--- src/rtl/ifu_fetch_queue.sv ---
// Instruction-fetch stage: owns the PC, issues credit-limited in-order fetches and
// buffers returned instructions with their PCs for the decoder. Redirects flush and kill.
module ifu_fetch_queue #(
    parameter int              PC_W     = 64,
    parameter logic [PC_W-1:0] RESET_PC = 64'h0000_0000_8000_0000,
    parameter int              DEPTH    = 4
) (
    input  logic            clk,
    input  logic            rst_n,
    output logic            imem_req_valid,
    input  logic            imem_req_ready,
    output logic [PC_W-1:0] imem_req_addr,
    input  logic            imem_resp_valid,
    input  logic [31:0]     imem_resp_data,
    input  logic            redirect_valid,
    input  logic [PC_W-1:0] redirect_pc,
    input  logic            id_stall,
    output logic            id_valid,
    output logic [31:0]     id_instr,
    output logic [PC_W-1:0] id_pc
);
    localparam int AW = $clog2(DEPTH);
    localparam int CW = AW + 1;
    localparam logic [CW-1:0] DEPTH_C = CW'(DEPTH);
    localparam logic [CW:0]   DEPTH_W = (CW + 1)'(DEPTH);

    logic [PC_W-1:0] pc;
    logic [CW-1:0]   occ, outstanding, kill;
    logic [CW-1:0]   occ_next, out_next;
    logic [AW-1:0]   q_head, q_tail, f_head, f_tail;
    logic            req_enable;

    logic [31:0]     q_instr [DEPTH];
    logic [PC_W-1:0] q_pc    [DEPTH];
    logic [PC_W-1:0] f_pc    [DEPTH];

    logic accept, resp_fire, push, pop;
    logic unused_redirect_low;

    assign unused_redirect_low = ^redirect_pc[1:0];

    // Credit covers both buffered entries and responses still owed by memory,
    // so a response always finds a free slot.
    assign imem_req_valid = rst_n && req_enable &&
                            (({1'b0, occ} + {1'b0, outstanding}) < DEPTH_W);
    assign imem_req_addr  = pc;

    assign accept    = imem_req_valid && imem_req_ready;
    assign resp_fire = imem_resp_valid && (outstanding != '0);
    assign push      = resp_fire && (kill == '0) && !redirect_valid;

    assign id_valid  = (occ != '0) && !redirect_valid;
    assign pop       = id_valid && !id_stall;
    assign id_instr  = id_valid ? q_instr[q_head] : 32'h0;
    assign id_pc     = id_valid ? q_pc[q_head] : '0;

    // NOTE: every always_comb output gets a default first so no latch is inferred.
    always_comb begin
        out_next = outstanding;
        if (accept)    out_next = out_next + CW'(1);
        if (resp_fire) out_next = out_next - CW'(1);
        occ_next = occ;
        if (push) occ_next = occ_next + CW'(1);
        if (pop)  occ_next = occ_next - CW'(1);
    end

    always_ff @(posedge clk) begin
        if (!rst_n) begin
            pc          <= RESET_PC;
            occ         <= '0;
            outstanding <= '0;
            kill        <= '0;
            q_head      <= '0;
            q_tail      <= '0;
            f_head      <= '0;
            f_tail      <= '0;
            req_enable  <= 1'b0;
        end else begin
            req_enable  <= 1'b1;
            outstanding <= out_next;
            if (accept)    f_tail <= f_tail + AW'(1);
            if (resp_fire) f_head <= f_head + AW'(1);

            if (redirect_valid) begin
                // Everything still owed by memory, including this cycle's accept, is stale.
                pc     <= {redirect_pc[PC_W-1:2], 2'b00};
                occ    <= '0;
                q_head <= '0;
                q_tail <= '0;
                kill   <= out_next;
            end else begin
                if (accept) pc <= pc + PC_W'(4);
                if (resp_fire && (kill != '0)) kill <= kill - CW'(1);
                if (push) q_tail <= q_tail + AW'(1);
                if (pop)  q_head <= q_head + AW'(1);
                occ <= occ_next;
            end
        end
    end

    // NOTE: storage arrays are not reset; pointers and counts alone define validity.
    always_ff @(posedge clk) begin
        if (push) begin
            q_instr[q_tail] <= imem_resp_data;
            q_pc[q_tail]    <= f_pc[f_head];
        end
        if (accept) f_pc[f_tail] <= pc;
    end

    assert property (@(posedge clk) disable iff (!rst_n)
        !(imem_resp_valid && (outstanding == '0)));
    assert property (@(posedge clk) disable iff (!rst_n)
        (occ <= DEPTH_C) && (outstanding <= DEPTH_C) && (kill <= DEPTH_C));

endmodule

--- config.mk ---
export PLATFORM = sky130hd
export DESIGN_NAME = ifu_fetch_queue
export DESIGN_NICKNAME = d
export VERILOG_FILES = /design/src/rtl/ifu_fetch_queue.sv
export SDC_FILE = /design/constraint.sdc
export NUM_CORES = 1
export LEC_CHECK = 0
export ABC_AREA = 1
export ABC_CLOCK_PERIOD_IN_PS = 6900
export CAP_MARGIN = 20
export CORE_MARGIN = 2
export CORE_UTILIZATION = 55
export CTS_BUF_LIST = sky130_fd_sc_hd__clkbuf_4 sky130_fd_sc_hd__clkbuf_8
export DETAILED_ROUTE_END_ITERATION = 10
export HOLD_SLACK_MARGIN = 0.03
export PLACE_DENSITY = 0.78
export SKIP_LAST_GASP = 1
export SLEW_MARGIN = 10
export SYNTH_ARGS = -nofsm -noshare
export SYNTH_HDL_FRONTEND = slang
export SYNTH_SLANG_ARGS = --single-unit
--- constraint.sdc ---
create_clock -name clk -period 6.9 [get_ports clk]
set_clock_uncertainty 0.1 [all_clocks]
set_input_delay 1.38 -clock clk [delete_from_list [all_inputs] [get_ports clk]]
set_output_delay 1.38 -clock clk [all_outputs]
set_load 0.05 [all_outputs]
# [Yosys cells after proc, flatten, opt, wreduce, memory -nomap -nowiden]
# Memory sizes are Yosys's and may differ from the RTL's. A register that Yosys moved wholly into a read port is not among the register bits.
# Cells that the tools add are included.
[op_classes] addsub=11 n_lt_le_gt_ge=1 muxes=21 bitwise=1 reduce_logical=18
[op_table] cell="2-to-1 mux 64 bit" count=3
[op_table] cell="adder 64 x 3 -> 64 bit (second input constant)" count=1
[op_table] cell="2-to-1 mux 32 bit" count=1
[op_table] cell="2-to-1 mux 3 bit" count=6
[op_table] cell="2-to-1 mux 2 bit" count=6
[op_table] cell="logical AND 1 bit" count=9
[op_table] cell="nonzero test 3 bit" count=3
[op_table] cell="subtractor 3 x 1 -> 3 bit (second input constant)" count=3
[op_table] cell="adder 2 x 1 -> 2 bit (second input constant)" count=4
[op_table] cell="adder 3 x 1 -> 3 bit (second input constant)" count=2
[op_table] cell="2-to-1 mux 1 bit" count=5
[op_table] cell="adder 3 x 3 -> 4 bit" count=1
[op_table] cell="less-than comparator 4 x 3 -> 1 bit (second input constant)" count=1
[op_table] cell="nonzero test 2 bit" count=2
[op_table] cell="zero test 3 bit" count=1
[op_table] cell="zero test 1 bit" count=2
[op_table] cell="OR reduction 2 bit" count=1
[op_table] cell="NOT 1 bit" count=1
[totals] ff_bits=82 ram_bits=640 in_bits=102 output_inout_bits=162 elab_cells=65 n_memories=3
[memory_table] memory="f_pc" depth=4 width=64 rd=1 rd_ports_with_merged_regs=1 wr=1 line="35" text="logic [PC_W-1:0] f_pc [DEPTH];"
[memory_table] memory="q_pc" depth=4 width=64 rd=1 rd_ports_with_merged_regs=1 wr=1 line="34" text="logic [PC_W-1:0] q_pc [DEPTH];"
[memory_table] memory="q_instr" depth=4 width=32 rd=1 rd_ports_with_merged_regs=1 wr=1 line="33" text="logic [31:0] q_instr [DEPTH];"

# [Depth between registers and ports, before layout]
[depth] depth_word=8 depth_mapped=17 depth_no_buf=16

# [Worst setup path after synthesis]
# OpenSTA, ideal clock, no wires.
[synth_timing] path_type="input -> register" startpoint="input port redirect_valid" endpoint="memory q_instr[0][0] (enable)" setup_time_ns=0.548 arrival_time_ns=5.709 required_time_ns=6.252 path_slack_ns=0.543 path_stages=4 n_path_buf=1 path_cell_list="buf_2 > inv_2 > nand3_2 > nor2_1"
[synth_between] elab_chain_len=4
[synth_lines] item="start, declared" line="15" text="input logic redirect_valid,"
[synth_lines] item="zero test 1 bit" line="50" text="assign push = resp_fire && (kill == '0) && !redirect_valid;"
[synth_lines] item="logical AND 1 bit" line="50"
[synth_lines] item="2-to-1 mux 1 bit" line="103" text="if (push) begin"
[synth_lines] item="2-to-1 mux 1 bit (not written as such)" line="104" text="q_instr[q_tail] <= imem_resp_data;"
[synth_lines] item="end, declared" line="33"
# Every way passes these cells.

# [Worst setup path after layout]
[layout_timing] startpoint="input port redirect_valid" endpoint="output port id_pc[50]"
[layout_between] elab_chain_len=3
[layout_lines] item="zero test 1 bit" line="52" text="assign id_valid = (occ != '0) && !redirect_valid;"
[layout_lines] item="logical AND 1 bit" line="52"
[layout_lines] item="2-to-1 mux 64 bit" line="55" text="assign id_pc = id_valid ? q_pc[q_head] : '0;"
[layout_lines] item="end, declared" line="20" text="output logic [PC_W-1:0] id_pc"
# Every way passes these cells.

==> impl_metrics.json <==
{
  "synth-edff-count": 624,
  "worst_pin_slew_ns": 1.09,
  "wl_mm": 75.1,
  "grt_pass1_vias": 21000,
  "critPathKind": "input port to output port",
  "hold_buffers": 0,
  "grt_max_degree": 189,
  "synthCells": 2718,
  "p_leak_nw": 11.9,
  "overflow": 0,
  "finalMaxSlewViolations": 0,
  "grt_pass1_wl_mm": 116,
  "yosys.area.top_type_share_pct": 63.5,
  "final_common_cell": "nor2_1",
  "avgRoutedWirePerCell_um": 20.0,
  "arrival_ns": 3.88,
  "cts_buffer_depth": 3,
  "dp_hpwl_mm": 45.7,
  "place_inst": 3550,
  "worstHoldPathType": "flop to flop",
  "drtPass1Iterations": 5,
  "drc": 0,
  "cap_violations": 0,
  "cts_root_buffer": "clkbuf_8",
  "via_per_inst": 5.69,
  "drtAntennaViolNets": 0,
  "cp.required_ns": 5.42,
  "synthTopCellsByArea": "edfxtp_1 (63%), nor2_1 (8.2%), o21ai_0 (6.3%)",
  "dp_slack_ns": 1.56,
  "yosysTopAreaCell": "edfxtp_1",
  "post-route-min-period_ns": 5.36,
  "ir_worst_vdd_uv": 168,
  "cts_sinks": 708,
  "track_usage_pct": 27.0,
  "ys_ff_latch": 708,
  "syn_to_final_growth_pct": 18.8,
  "floorplan.die_area_um2": 55500,
  "syn_area_um2": 29500,
  "cts-resized-gates": 0,
  "critPathMaxFanout": 64,
  "relSlewSlack_pct": 27.4,
  "crit_chain": "buf_2 -> inv_2 -> nand2_4 -> buf_4 -> a21oi_1 -> clkdlybuf4s50_1",
  "synth_area_per_cell_um2": 10.9,
  "rsz0062_at_grt": "no",
  "initial_core_util_pct": 55.9,
  "setup-tns-final_ns": 0,
  "hold_viol": 0,
  "r2r_setup_slack_ns": 3.75,
  "async_flop_share_pct": 0,
  "htreeDepth": 3,
  "numCtsBuffers": 109,
  "fin_crit_sh_pct": 77.7,
  "portBuffers": 257,
  "setup_viol": 0,
  "cellPowerDensity_nw_per_um2": 295,
  "fp.dieW_um": 236,
  "yosysSeqAreaShare_pct": 69.2,
  "clock_latency_ns": 0.73,
  "cp-start-kind": "input port",
  "via_count": 21400,
  "slowest_delay_ns": 0.85,
  "pin_count": 264,
  "mostFrequentLayoutCells": "nor2_1 (638), edfxtp_1 (624), o21ai_0 (372)",
  "path_clk_slew_ns": 0.06,
  "cts_tree": "done",
  "antenna_found_initial": 2,
  "ys_types": 37,
  "layout_setup_ws_ns": 1.54,
  "gp_congestion": 0.979,
  "yosysWarningCount": 0,
  "finish.utilization_pct": 66.5,
  "fmax_mhz": 187,
  "crit_slowest_cell": "clkdlybuf4s50_1",
  "drt-initial-drc-count": 2209,
  "status": "complete, no violations",
  "power_mw": 10.3,
  "rows": 84,
  "fin_nets": 3094,
  "drive_gt1_share_pct": 8.94,
  "layout.cells.non_filler": 3756,
  "yosys_most_used_dff": "edfxtp_1",
  "die_y_um": 236,
  "core_um2": 52800,
  "end_kind": "output port",
  "postCtsSetupRepairBufs": 0
}
-- sequential cells by signal, summed over array words and instances (netlist names), named ones only --
register,flops
q_pc,248
f_pc,248
f_head,2
kill,3
imem_req_addr,62
req_enable,1
q_instr,128
f_tail,2
q_head,2
q_tail,2
outstanding,3
occ,3
-- Yosys cell counts, types with 12 or more instances --
master	number
a21oi_1	153
a31oi_1	12
o21ai_1	17
buf_1	20
nand2_1	323
ha_1	19
nor2_1	646
nand3_1	43
xor2_1	23
inv_1	121
edfxtp_1	624
clkbuf_1	92
o21ai_0	372
o22ai_1	62
buf_2	23
dfxtp_1	84
nor2_2	12
-- kinds of logic (layout without fill, tap and decap cells) --
kind of cell	Yosys count	after routing	share of synthesized area (%)
DFF	708	708	69.2
other	1	6	0.0127
and+or+nand+nor	1065	1065	14.5
buffers and inverters	274	619	3.71
xor gates and xnor gates	30	30	0.890
AOI/OAI and AO/OA	621	621	10.9
adders and majority gates	19	19	0.806
-- final timing paths --
check                               startpoint           to  cells past startpoint
worst min register to register       f_head[0]    f_head[0]                      1
worst max-delay path            redirect_valid    id_pc[50]                      6
worst max register to register  outstanding[0]  q_pc[2][56]                      8
worst min-delay path                 f_head[0]    f_head[0]                      1
-- critical path: cells and delay by family --
family / cells / cell delay, ns
AOI/OAI and AO/OA: 1 / 0.21
buffers and inverters: 4 / 1.64
and+or+nand+nor: 1 / 0.52
-- final cells by class --
cell class	count	area, um2
Sequential cell	708	20400
Fill cell	3751	17700
Multi-Input combinational cell	1739	8080
Timing Repair Buffer	285	2850
Clock buffer	139	1740
Tap cell	688	861
Clock inverter	65	611
Inverter	130	490
Antenna cell	2	5.00
-- metrics by stage --
step | cell area, um2 | hold WS, ns
6_report | 35100 | 0.390
2_1_floorplan | 29500 | 0.336
3_3_place_gp | 32700 | 0.346
4_1_cts | 35100 | 0.385
5_1_grt | 35100 | 0.418
3_5_place_dp | 32700 | 0.372
-- power breakdown --
group | total [mW] | internal (mW) | switching [mW]
registers | 5.18 | 5.03 | 0.148
logic | 1.43 | 0.390 | 1.04
clock network | 3.74 | 2.09 | 1.65
-- routing by layer --
layer  wire, um  up-vias  global-route usage (%)
li1           -     9934                       -
met1      30800    10300                    36.6
met2      35700     1036                    44.2
met3       6260      148                    3.85
met4       2300        0                    10.9
met5          0        -                       0
Power figures use the tool's default switching activity.
